<file path="src/rtl/parking_disp_pkg.sv">
// parking_disp_pkg: shared types and widths for the parking-distance display path
package parking_disp_pkg;
  typedef enum logic {ST_BLANK, ST_SHOW} scan_state_t;
  localparam int DIGIT_W = 4;
  localparam int DEF_NUM_DIGITS = 4;
endpackage

</file>
<file path="src/rtl/seg_scan_ctrl_slot_timer.sv">
// slot_timer: reloadable down-counter flagging the last cycle of a slot
module slot_timer #(
  parameter int W = 16
) (
  input  logic         clk,
  input  logic         load_i,
  input  logic [W-1:0] val_i,
  output logic         done_o,
  output logic         done_d_o
);
  logic [W-1:0] cnt_d, cnt_q;
  logic         done_q;
  assign cnt_d    = load_i ? val_i : cnt_q - W'(1);
  assign done_d_o = cnt_d == '0;
  assign done_o   = done_q;
  always_ff @(posedge clk) begin
    cnt_q  <= cnt_d;
    done_q <= done_d_o;
  end
endmodule

</file>
<file path="src/rtl/seg_scan_ctrl.sv">
// seg_scan_ctrl: multiplexes buffered digits onto a shared 7-seg decoder with guard slots, zero blanking and blink
module seg_scan_ctrl
  import parking_disp_pkg::*;
#(
  parameter int NUM_DIGITS   = DEF_NUM_DIGITS,
  parameter int DWELL_CYCLES = 50000,
  parameter int GUARD_CYCLES = 500,
  parameter int BLINK_FRAMES = 64
) (
  input  logic                          clk,
  input  logic                          rst,
  input  logic [DIGIT_W*NUM_DIGITS-1:0] digits_in,
  input  logic                          load,
  input  logic                          alert,
  output logic [DIGIT_W-1:0]            bcd_out,
  output logic [NUM_DIGITS-1:0]         dig_en_n,
  output logic                          frame_done
);
  localparam int SW = DIGIT_W * NUM_DIGITS;
  localparam int CW = $clog2((DWELL_CYCLES > GUARD_CYCLES ? DWELL_CYCLES : GUARD_CYCLES) + 1);
  localparam int IW = NUM_DIGITS > 1 ? $clog2(NUM_DIGITS) : 1;
  localparam int BW = $clog2(BLINK_FRAMES + 1);

  scan_state_t           state_d, state_q;
  logic [IW-1:0]         idx_d, idx_q;
  logic [SW-1:0]         shadow_d, shadow_q, pend_d, pend_q;
  logic                  pend_v_d, pend_v_q, blink_on_d, blink_on_q, blink_wrap;
  logic [BW-1:0]         blink_cnt_d, blink_cnt_q;
  logic [NUM_DIGITS-1:0] show_mask_d, den_d, den_q;
  logic [DIGIT_W-1:0]    bcd_d, bcd_q;
  logic                  fd_d, fd_q, t_done, t_done_d;
  logic [CW-1:0]         t_val;

  // reload value is for the slot being entered: GUARD after SHOW or reset, DWELL after BLANK
  assign t_val = (rst || state_q == ST_SHOW) ? CW'(GUARD_CYCLES - 1) : CW'(DWELL_CYCLES - 1);

  slot_timer #(.W(CW)) u_timer (
    .clk      (clk),
    .load_i   (rst | t_done),
    .val_i    (t_val),
    .done_o   (t_done),
    .done_d_o (t_done_d)
  );

  always_comb begin
    state_d     = t_done ? (state_q == ST_SHOW ? ST_BLANK : ST_SHOW) : state_q;
    idx_d       = (t_done && state_q == ST_SHOW) ? (idx_q == IW'(NUM_DIGITS - 1) ? '0 : idx_q + IW'(1)) : idx_q;
    shadow_d    = fd_q ? (load ? digits_in : pend_v_q ? pend_q : shadow_q) : shadow_q;
    pend_d      = (load && !fd_q) ? digits_in : pend_q;
    pend_v_d    = fd_q ? 1'b0 : load | pend_v_q;
    blink_wrap  = blink_cnt_q == BW'(BLINK_FRAMES - 1);
    blink_on_d  = !alert ? 1'b1 : (fd_q && blink_wrap) ? !blink_on_q : blink_on_q;
    blink_cnt_d = !alert ? '0 : fd_q ? (blink_wrap ? '0 : blink_cnt_q + BW'(1)) : blink_cnt_q;
    for (int i = 0; i < NUM_DIGITS; i++) show_mask_d[i] = (i == 0) || ((shadow_d >> (DIGIT_W * i)) != '0);
    // outputs are computed from next-state values so they switch in step with the registers
    den_d = (state_d == ST_SHOW && show_mask_d[idx_d] && blink_on_d) ? ~(NUM_DIGITS'(1) << idx_d) : '1;
    bcd_d = shadow_d[DIGIT_W * idx_d +: DIGIT_W];
    fd_d  = state_d == ST_SHOW && t_done_d && idx_d == IW'(NUM_DIGITS - 1);
  end

  always_ff @(posedge clk) begin
    if (rst) begin
      state_q     <= ST_BLANK;
      idx_q       <= '0;
      shadow_q    <= '0;
      pend_q      <= '0;
      pend_v_q    <= 1'b0;
      blink_on_q  <= 1'b1;
      blink_cnt_q <= '0;
      den_q       <= '1;
      bcd_q       <= '0;
      fd_q        <= 1'b0;
    end else begin
      state_q     <= state_d;
      idx_q       <= idx_d;
      shadow_q    <= shadow_d;
      pend_q      <= pend_d;
      pend_v_q    <= pend_v_d;
      blink_on_q  <= blink_on_d;
      blink_cnt_q <= blink_cnt_d;
      den_q       <= den_d;
      bcd_q       <= bcd_d;
      fd_q        <= fd_d;
    end
  end

  assign bcd_out    = bcd_q;
  assign dig_en_n   = den_q;
  assign frame_done = fd_q;
endmodule

</file>
<file path="config.mk">
export PLATFORM = sky130hd
export DESIGN_NAME = seg_scan_ctrl
export DESIGN_NICKNAME = d
export VERILOG_FILES = /design/src/rtl/parking_disp_pkg.sv /design/src/rtl/seg_scan_ctrl_slot_timer.sv /design/src/rtl/seg_scan_ctrl.sv
export SDC_FILE = /design/constraint.sdc
export NUM_CORES = 1
export LEC_CHECK = 0
export ABC_AREA = 1
export BUFFER_PORTS_ARGS = -buffer_cell sky130_fd_sc_hd__buf_2
export CORE_UTILIZATION = 59
export CTS_CLUSTER_DIAMETER = 120
export DETAILED_ROUTE_END_ITERATION = 8
export MAX_ROUTING_LAYER = met4
export PLACE_DENSITY = 0.87
export SYNTH_ARGS = -nofsm -noshare
export SYNTH_HDL_FRONTEND = slang
export SYNTH_HIERARCHICAL = 1
export SYNTH_SLANG_ARGS = --single-unit
</file>
<file path="constraint.sdc">
create_clock -name clk -period 2.1 [get_ports clk]
set_input_delay 0 -clock clk [delete_from_list [all_inputs] [get_ports clk]]
set_output_delay 0 -clock clk [all_outputs]
set_load 0.01 [all_outputs]
</file>
==> impl_results.md, run 1 <==
- Min-Delay Path Class: input port to register
- Maximum VDD drop: 0.000676 V
- Clock buffer count from CTS: 9
- Critical Path Source Type: register
- Final setup vio count: 0
- Global-route usage over all layers: 30.8%
- Clk Latency, worst-skew pair: 0.34 ns
- RSZ-0062 raised after global routing: no
- Final Hold Fails: 0
- Post-Syn Area: 0.00336 sq mm
- Routed vias: 3,359
- DPL Wire Length: 5.57 mm
- Setup TNS: 0 ns
- Root Buffer: clkbuf_8
- Final GP Congestion: 0.879
- Crit path DAT: 2.14 ns
- Die Area: 0.00599 sq mm
- Maxcap violations: 0
- Pre-CTS setup slack: 0.178 ns
- Max FO, Critical Path: 26
- Avg Inst Size Synth: 6.61 sq um
- IO buf count: 28
- YS warnings: 6
- Antenna-violating nets left: 0
- PwrDens: 758 mW/mm^2
- Largest net degree at the start of global routing: 27
- Non-filler cells, final: 637
- Share of cells above drive strength 1: 12.2%
- Final min period: 1.86 ns
- Vias in the first global route: 3,350
- Initial Util: 60.9%
- DRC: 0
- Area growth, synth to finish: 18.6%
- Seq/Total Area, Yosys: 41.8%
- CTS tree: built
- Post-CTS Setup Bufs: 0
- Hold Path Depth: 4
- Horiz. Die Dim: 77.4 um
- First-pass GRT wire length: 14.3 mm
- Commonest non-fill, non-tap cells in the layout: nand2_1 (124), nor2_1 (117), dfxtp_1 (70)
- Cells on worst reg2reg path: 12
- Async set-reset flop share out of synthesis: 0%
- Die Y: 77.4 um
- Routed wire per std cell: 12.7 um
- CP required: 2.38 ns
- Slew @ Worst Pin: 0.593 ns
- Post-DP Area: 0.00357 sq mm
- Finished Cell Area: 0.00398 sq mm
- Status: finished clean
- Vias per cell: 5.27
- Leak: 1.83 nW
- Headroom to the max-slew limit: 60.2%
- Final count of pins violating max slew: 0
- Seq cells post-synth: 70
- EDFF count, synth: 0
- Grt ovf: 0
- Pre-Repair DR Iteration Count: 5
- Crit Path Category: register to register
- # nets final: 584
- Final worst slack: 0.241 ns
- Most common cell after layout, fill and taps aside: nand2_1
- CTS sink cnt: 70
- Placed insts: 604
- CTS max path bufs: 2
- Antenna cells: 0
- Synth unique cells: 33
- Clk_skew: 0.0106 ns
- CP Capture Type: register
- CTS H-tree lvls: 3
- I/O pins: 29
- Top_reg_cell synth: dfxtp_1
- Core ar.: 0.00551 sq mm
- Initial antenna violation count: 0
- Tcrit/Tclk final: 88.5%
- DR iter-0 viols: 211
- Rows: 27
- Clock slew at reported path FFs: 0.07 ns
- Cell count after synthesis: 508
- Final WL: 8.10 mm
- Max frequency: 538 MHz
-- worst max-delay path, cell delays in order, from the launching register on --
cell and delay, ns:
dfxtp_1 0.32, or2_2 0.35, inv_4 0.22, nand3_1 0.11, nand2_1 0.09, nand2_1 0.06
a21oi_2 0.09, nand3_1 0.08, nor2_1 0.09, nand2_1 0.07, nor3_2 0.14, nand2_1 0.08
nor2_1 0.09
-- cell families after synthesis --
group           synth area share [%]
xor+xnor                        1.04
other cells                    0.224
simple gates                    39.8
fa+ha+maj                       1.49
buf+inv                         7.01
flops                           41.8
compound gates                  8.65
-- flip-flops by register name, indices dropped and copies added, names as in the netlist --
name            cells
pend_q             16
shadow_q           16
u_timer/cnt_q      16
blink_cnt_q         7
bcd_out             4
dig_en_n            4
idx_q               2
blink_on_q          1
frame_done          1
pend_v_q            1
state_q             1
u_timer/done_o      1
-- what timing repair did --
action / CTS / global route
hold buffers: 17 / 0
endpoints found under the setup margin: 0 / 1
gates resized for setup: 0 / 2
endpoints found under the hold margin: 19 / 0
-- synth_stat cells, drive strengths merged (4+ instances only) --
| master | n | area (sq um) |
|---|---|---|
| nand3 | 38 | 195 |
| nor2 | 125 | 509 |
| buf | 6 | 32.5 |
| inv | 47 | 176 |
| ha | 4 | 50.1 |
| nor3 | 5 | 30.0 |
| a21oi | 13 | 68.8 |
| nand3b | 4 | 30.0 |
| dfxtp | 70 | 1400 |
| nand2 | 125 | 472 |
| o21ai | 36 | 180 |
| or2 | 13 | 81.3 |
| clkbuf | 7 | 26.3 |
-- routing by layer --
metal	routed length, um	up-vias	track usage, %	share of wire [%]
li1	-	1686	-	-
met1	3380	1543	33.3	42
met2	4170	106	52.6	51
met3	353	24	5.65	4.4
met4	204	0	18.1	2.5
met5	0	-	-	0
-- cell type report --
type                       count  area, sq um
multi-input combinational    384         1740
fill                         428         1530
sequential                    70         1400
timing repair buffer          48          333
inverter                      47          179
clock buffer                   9          124
clock inverter                 7          113
tap                           72         90.1
-- worst paths after layout --
kind,start,end,slack [ns]
min reg2reg,shadow_q[7],shadow_q[7],0.48
min,rst,u_timer/cnt_q[14],0.09
max,u_timer/done_o,frame_done,0.24
max reg2reg,u_timer/done_o,frame_done,0.24
-- where the power goes --
group          leakage [nW]  switching (W)  internal, W
sequential            0.574      0.0000457      0.00138
clock                 0.119       0.000502     0.000782
combinational          1.14       0.000190     0.000114
-- metrics by stage --
stage | utilization, % | power [W] | hold WS [ns]
floorplan | - | 0.00165 | 0.0911
global route | 72.3 | 0.00314 | 0.125
finish | 72.3 | 0.00302 | 0.0900
detailed placement | 64.9 | 0.00173 | 0.232
CTS | 72.3 | 0.00302 | 0.0754
global placement | 64.9 | 0.00171 | 0.234
(Power assumes the default switching activity.)
==> inputs of run 2 (changes only) <==
--- a/config.mk
+++ b/config.mk
@@ -12,6 +12,7 @@
 export DETAILED_ROUTE_END_ITERATION = 8
 export MAX_ROUTING_LAYER = met4
 export PLACE_DENSITY = 0.87
+export REMOVE_ABC_BUFFERS = 1
 export SYNTH_ARGS = -nofsm -noshare
 export SYNTH_HDL_FRONTEND = slang
 export SYNTH_HIERARCHICAL = 1
==> run 2 against run 1 <==
  * Power shrank 8.4%
  * Largest cell class unchanged
  * Core utilization decreased by 0.98 points
  * Critical path type unchanged
  * First-iteration DRC count is 6.2% lower
  * Routed wire length fell by 6.0%
  * Hold slack improved by 0.0050 ns
  * Combinational power hardly changed
  * Count of clock-buffer cells in the layout grew 3
  * Clock skew is 0.00096 ns lower
==> impl_results.md, run 2 (synthesis gave the netlist of run 1 again) <==
- DPL Wire Length: 5.29 mm
- Final Hold Fails: 0
- GR Util met1: 31.0%
- CTS sink cnt: 70
- Commonest non-fill, non-tap cells in the layout: nand2_1 (124), nor2_1 (117), dfxtp_1 (70)
- RSZ-0062 raised after global routing: no
- Headroom to the max-slew limit: 56.1%
- Antenna-violating nets left: 0
- IO buf count: 28
- Initial Util: 60.9%
- Global-route usage over all layers: 27.5%
- CP Capture Type: register
- Top flop regs: pend_q x16, shadow_q x16, u_timer/cnt_q x16
- Clock slew at reported path FFs: 0.07 ns
- Hold Path End: u_timer/cnt_q[14]
- Hold slack: 0.0950 ns
- Vias per cell: 5.15
- I/O pins: 29
- Max frequency: 522 MHz
- Die Area: 0.00599 sq mm
- Share of cells above drive strength 1: 11.7%
- Leak: 1.80 nW
- Hold wc startpoint: rst
- Antenna cells: 0
- Cells on worst reg2reg path: 12
- Clock buffer count from CTS: 9
- Worst reg2reg startpoint: u_timer/cnt_q[0]
- Clk_skew: 0.00960 ns
- Tcrit/Tclk final: 91.3%
- Final min period: 1.92 ns
- Area growth, synth to finish: 17.0%
- Routed wire per std cell: 12.0 um
- # nets final: 584
- CTS max path bufs: 2
- Vias in the first global route: 2,966
- Critical Path Source Type: register
- Grt ovf: 0
- First-pass GRT wire length: 12.6 mm
- GR Layer Usage met2: 45.9%
- Flop2flop setup slack: 0.18 ns
- Horiz. Die Dim: 77.4 um
- Grt met3 use: 5.65%
- Hold Path Depth: 4
- Busiest grt layer: met2
- Final setup vio count: 0
- Slew @ Worst Pin: 0.655 ns
- PwrDens: 704 mW/mm^2
- Die Y: 77.4 um
- Status: finished clean
- CTS H-tree lvls: 3
- Final count of pins violating max slew: 0
- Routed vias: 3,280
- FF/Latch Area: 0.00140 sq mm
- Final GP Congestion: 0.854
- Max FO, Critical Path: 6
- Root Buffer: clkbuf_8
- RR Endpoint: frame_done
- Rows: 27
- Maximum VDD drop: 0.000498 V
- Most common cell after layout, fill and taps aside: nand2_1
- Number of fill cells: 450
- Setup TNS: 0 ns
- Crit Path Category: register to register
- CP required: 2.38 ns
- Multi-input logic area: 0.00174 sq mm
- Maxcap violations: 0
- DRC: 0
- Crit path DAT: 2.20 ns
- DR iter-0 viols: 198
- Core ar.: 0.00551 sq mm
- Initial antenna violation count: 0
- CTS tree: built
- Largest net degree at the start of global routing: 27
- Pre-Repair DR Iteration Count: 5
- Clk Latency, worst-skew pair: 0.34 ns
- Final WL: 7.62 mm
- Min-Delay Path Class: input port to register
- Post-CTS Setup Bufs: 0
## run 2: cell count changes in the layout (fill, tap and decap cells not counted), sizes merged
cell	previous run	this run
bufinv	3	1
clkbuf	9	12
clkinv	3	2
## run 2: timing repair
action                                  in CTS  in global routing
endpoints found under the setup margin       0                  1
resized for setup                            0                  2
hold buffers                                17                  0
hold endpoints to repair                    19                  0
## run 2: how the worst max path moves through the flow
stage	slack, ns	to	startpoint	cells past startpoint
floorplan	0.43	frame_done	u_timer/done_o	12
global placement	0.28	frame_done	u_timer/done_o	12
detailed placement	0.20	frame_done	u_timer/done_o	12
CTS	0.15	frame_done	u_timer/done_o	12
global route	0.04	frame_done	u_timer/cnt_q[0]	12
finish	0.18	frame_done	u_timer/cnt_q[0]	12
## run 2: worst max-delay path, cell delays in order (launching register included)
cell and delay, ns:
dfxtp_1 0.32, inv_1 0.09, ha_1 0.30, nand2_1 0.17, o21ai_1 0.16, nand3_1 0.08
nand2_1 0.10, nand2_1 0.06, nor2_1 0.16, nand2_1 0.13, nor3_2 0.13, nand2_1 0.07
nor2_1 0.09
## run 2: metal layers
layer | vias to the layer above | part of all wire (%)
li1 | 1692 | -
met2 | 93 | 48
met5 | - | 0
met4 | 0 | 2.4
met1 | 1476 | 45
met3 | 19 | 4.5
## run 2: area by class of cell
type	instances	area share, %
timing repair buffer	48	8.47
tap	72	2.29
sequential	70	35.7
multi-input combinational	384	44.3
clock inverter	4	1.21
inverter	47	4.56
clock buffer	12	3.44
## run 2: through the flow
stage / area [sq um] / total power, W / std cells / utilization [%] / worst slack [ns]
floorplan: 3320 / 0.00163 / 501 / - / 0.435
global placement: 3570 / 0.00171 / 604 / 64.9 / 0.281
detailed placement: 3570 / 0.00173 / 604 / 64.9 / 0.203
CTS: 3930 / 0.00277 / 637 / 71.3 / 0.155
global route: 3930 / 0.00289 / 637 / 71.3 / 0.0421
finish: 3930 / 0.00276 / 637 / 71.3 / 0.183
## run 2: report_power, final
part | internal [W] | switching (W)
Sequential | 0.00138 | 0.0000447
Combinational | 0.000115 | 0.000187
Clock | 0.000546 | 0.000486
==> inputs of run 3 (changes only) <==
--- a/config.mk
+++ b/config.mk
@@ -10,8 +10,9 @@
 export CORE_UTILIZATION = 59
 export CTS_CLUSTER_DIAMETER = 120
 export DETAILED_ROUTE_END_ITERATION = 8
+export GPL_ROUTABILITY_DRIVEN = 0
 export MAX_ROUTING_LAYER = met4
-export PLACE_DENSITY = 0.87
+export PLACE_DENSITY = 0.79
 export REMOVE_ABC_BUFFERS = 1
 export SYNTH_ARGS = -nofsm -noshare
 export SYNTH_HDL_FRONTEND = slang
==> run 3 against run 2 <==
  * Via count increased by 2.1%
  * Maximum frequency grew 2.7%
  * Setup slack better by 0.050 ns
  * Clock power increased by 12%
  * Register-to-register slack gained 0.12 ns
  * Sequential share of layout area fell by 0.42 points
  * Hold slack improved by 0.078 ns
  * Core utilization rose by 0.84 points
  * Count of clock-buffer cells in the layout rose by 2
  * Sequential power hardly changed
==> impl_results.md, run 3 (synthesis gave the netlist of run 1 again) <==
- Post-CTS Setup Bufs: 0
- Root Buffer: clkbuf_8
- Worst Setup EP: frame_done
- Commonest non-fill, non-tap cells in the layout: nand2_1 (124), nor2_1 (117), dfxtp_1 (70)
- Net switching fraction of the power: 25.4%
- CP dominant cell by count: nand2_1
- DRC: 0
- Maximum VDD drop: 0.000463 V
- RSZ-0062 raised after global routing: no
- Slowest CP cell: dlygate4sd3_1
- Antenna-violating nets left: 0
- First-pass GRT wire length: 13.0 mm
- Pre-Repair DR Iteration Count: 4
- FF/Latch Area: 0.00140 sq mm
- Crit path DAT: 2.15 ns
- Vias per cell: 5.24
- Slew @ Worst Pin: 0.649 ns
- Critical Path Source Type: input port
- Cells on worst reg2reg path: 10
- Flop2flop setup slack: 0.30 ns
- Multi-input logic area: 0.00174 sq mm
- CP Buf/Inv Count: 3
- Final Hold Fails: 0
- Routed wire per std cell: 12.2 um
- Largest net degree at the start of global routing: 27
- Crit path cell chain: dlygate4sd3_1, buf_2, or2_2, inv_4, nand3_1, nand2_1, nand2_1, a21oi_2, nand3_1, nor2_1, nand2_1, nor3_2, nand2_1, nor2_1
- Share of cells above drive strength 1: 12.0%
- CTS max path bufs: 2
- DR iter-0 viols: 205
- Clock slew at reported path FFs: 0.07 ns
- Pre-CTS setup slack: 0.235 ns
- # nets final: 586
- I/O pins: 29
- Final min period: 1.87 ns
- Max FO, Critical Path: 26
- Crit-path max cell delay: 0.53 ns
- Final WL: 7.78 mm
- Cell Int Power: 0.00215 W
- Vias in the first global route: 2,948
- CTS H-tree lvls: 3
- Clock share of power: 39.9%
- CP Capture Type: register
- Grt ovf: 0
- Comb pwr share: 10.6%
- Number of fill cells: 449
- Worst path top cell family by delay: simple AND/OR/NAND/NOR gates
- Leak: 1.83 nW
- Final setup vio count: 0
- Die Area: 0.00599 sq mm
- Maxcap violations: 0
- Setup TNS: 0 ns
- PwrDens: 725 mW/mm^2
- Crit Path Category: input port to register
- Worst reg2reg startpoint: state_q
- Horiz. Die Dim: 77.4 um
- Most common cell after layout, fill and taps aside: nand2_1
- Final count of pins violating max slew: 0
- Initial antenna violation count: 0
- Core ar.: 0.00551 sq mm
- Final worst slack: 0.233 ns
- Stages on worst setup path: 14
- Flop pwr share: 49.6%
- Rows: 27
- Routed vias: 3,349
- Antenna cells: 0
- IO buf count: 28
- Clock buffer count from CTS: 9
- Top flop regs: pend_q x16, shadow_q x16, u_timer/cnt_q x16
- RR Endpoint: frame_done
- Die Y: 77.4 um
- Clk Latency, worst-skew pair: 0.34 ns
- Tcrit/Tclk final: 88.9%
- Psw: 0.000731 W
- CTS sink cnt: 70
- Max frequency: 536 MHz
- Min-Delay Path Class: input port to register
- Initial Util: 60.9%
- Area growth, synth to finish: 18.4%
- DPL Wire Length: 5.39 mm
- Global-route usage over all layers: 28.2%
- Status: finished clean
- Clk_skew: 0.00443 ns
- Headroom to the max-slew limit: 56.5%
- CTS tree: built
- CP required: 2.38 ns
- CP Launch Point: rst
-- run 3: worst reg2reg max path, cell delays in order, from the launching register on --
cell     delay [ns]
dfxtp_1        0.32
nor2_1         0.29
inv_1          0.13
or2_2          0.33
a21oi_2        0.14
nand3_1        0.07
nor2_1         0.10
nand2_1        0.07
nor3_2         0.13
nand2_1        0.07
nor2_1         0.09
-- run 3: worst min-delay path by stage --
stage          cells past startpoint   from           end
3_5_place_dp                       2  alert    blink_on_q
6_report                           3   load      pend_v_q
2_1_floorplan                      1    rst  shadow_q[10]
5_1_grt                            3   load      pend_v_q
4_1_cts                            3   load      pend_v_q
3_3_place_gp                       2  alert    blink_on_q
-- run 3: what timing repair did --
item | 4_1_cts | 5_1_grt
endpoints found under the hold margin | 22 | 0
hold buffers | 18 | 0
endpoints found under the setup margin | 0 | 1
gates resized for setup | 0 | 2
-- run 3: area by class of cell --
| class | count | share of cell area (%) |
|---|---|---|
| clock buffer | 14 | 4.35 |
| multi-input combinational | 384 | 43.8 |
| clock inverter | 2 | 0.976 |
| inverter | 47 | 4.50 |
| sequential | 70 | 35.3 |
| timing repair buffer | 50 | 8.82 |
| tap | 72 | 2.27 |
-- run 3: metal layers --
layer  track usage (%)  wire length, um  vias to the layer above
li1                  -                -                     1691
met1              34.6             3570                     1540
met2              45.9             3700                      101
met3              4.35              336                       17
met4              12.5              171                        0
met5                 -                0                        -
-- run 3: power groups by stage --
stage	combinational [W]	clock (W)	sequential (W)
5_1_grt	0.000347	0.00121	0.00143
3_5_place_dp	0.000270	0	0.00146
2_1_floorplan	0.000186	0	0.00145
3_3_place_gp	0.000263	0	0.00145
4_1_cts	0.000298	0.00116	0.00143
6_report	0.000304	0.00115	0.00143
-- run 3: per-stage QoR --
stage	utilization [%]	area, sq um	cells	hold slack, ns	power [W]
2_1_floorplan	-	3320	501	0.0691	0.00163
3_3_place_gp	65.0	3580	605	0.230	0.00172
3_5_place_dp	65.0	3580	605	0.239	0.00173
4_1_cts	72.1	3970	639	0.171	0.00289
5_1_grt	72.2	3970	639	0.195	0.00299
6_report	72.2	3970	639	0.173	0.00288
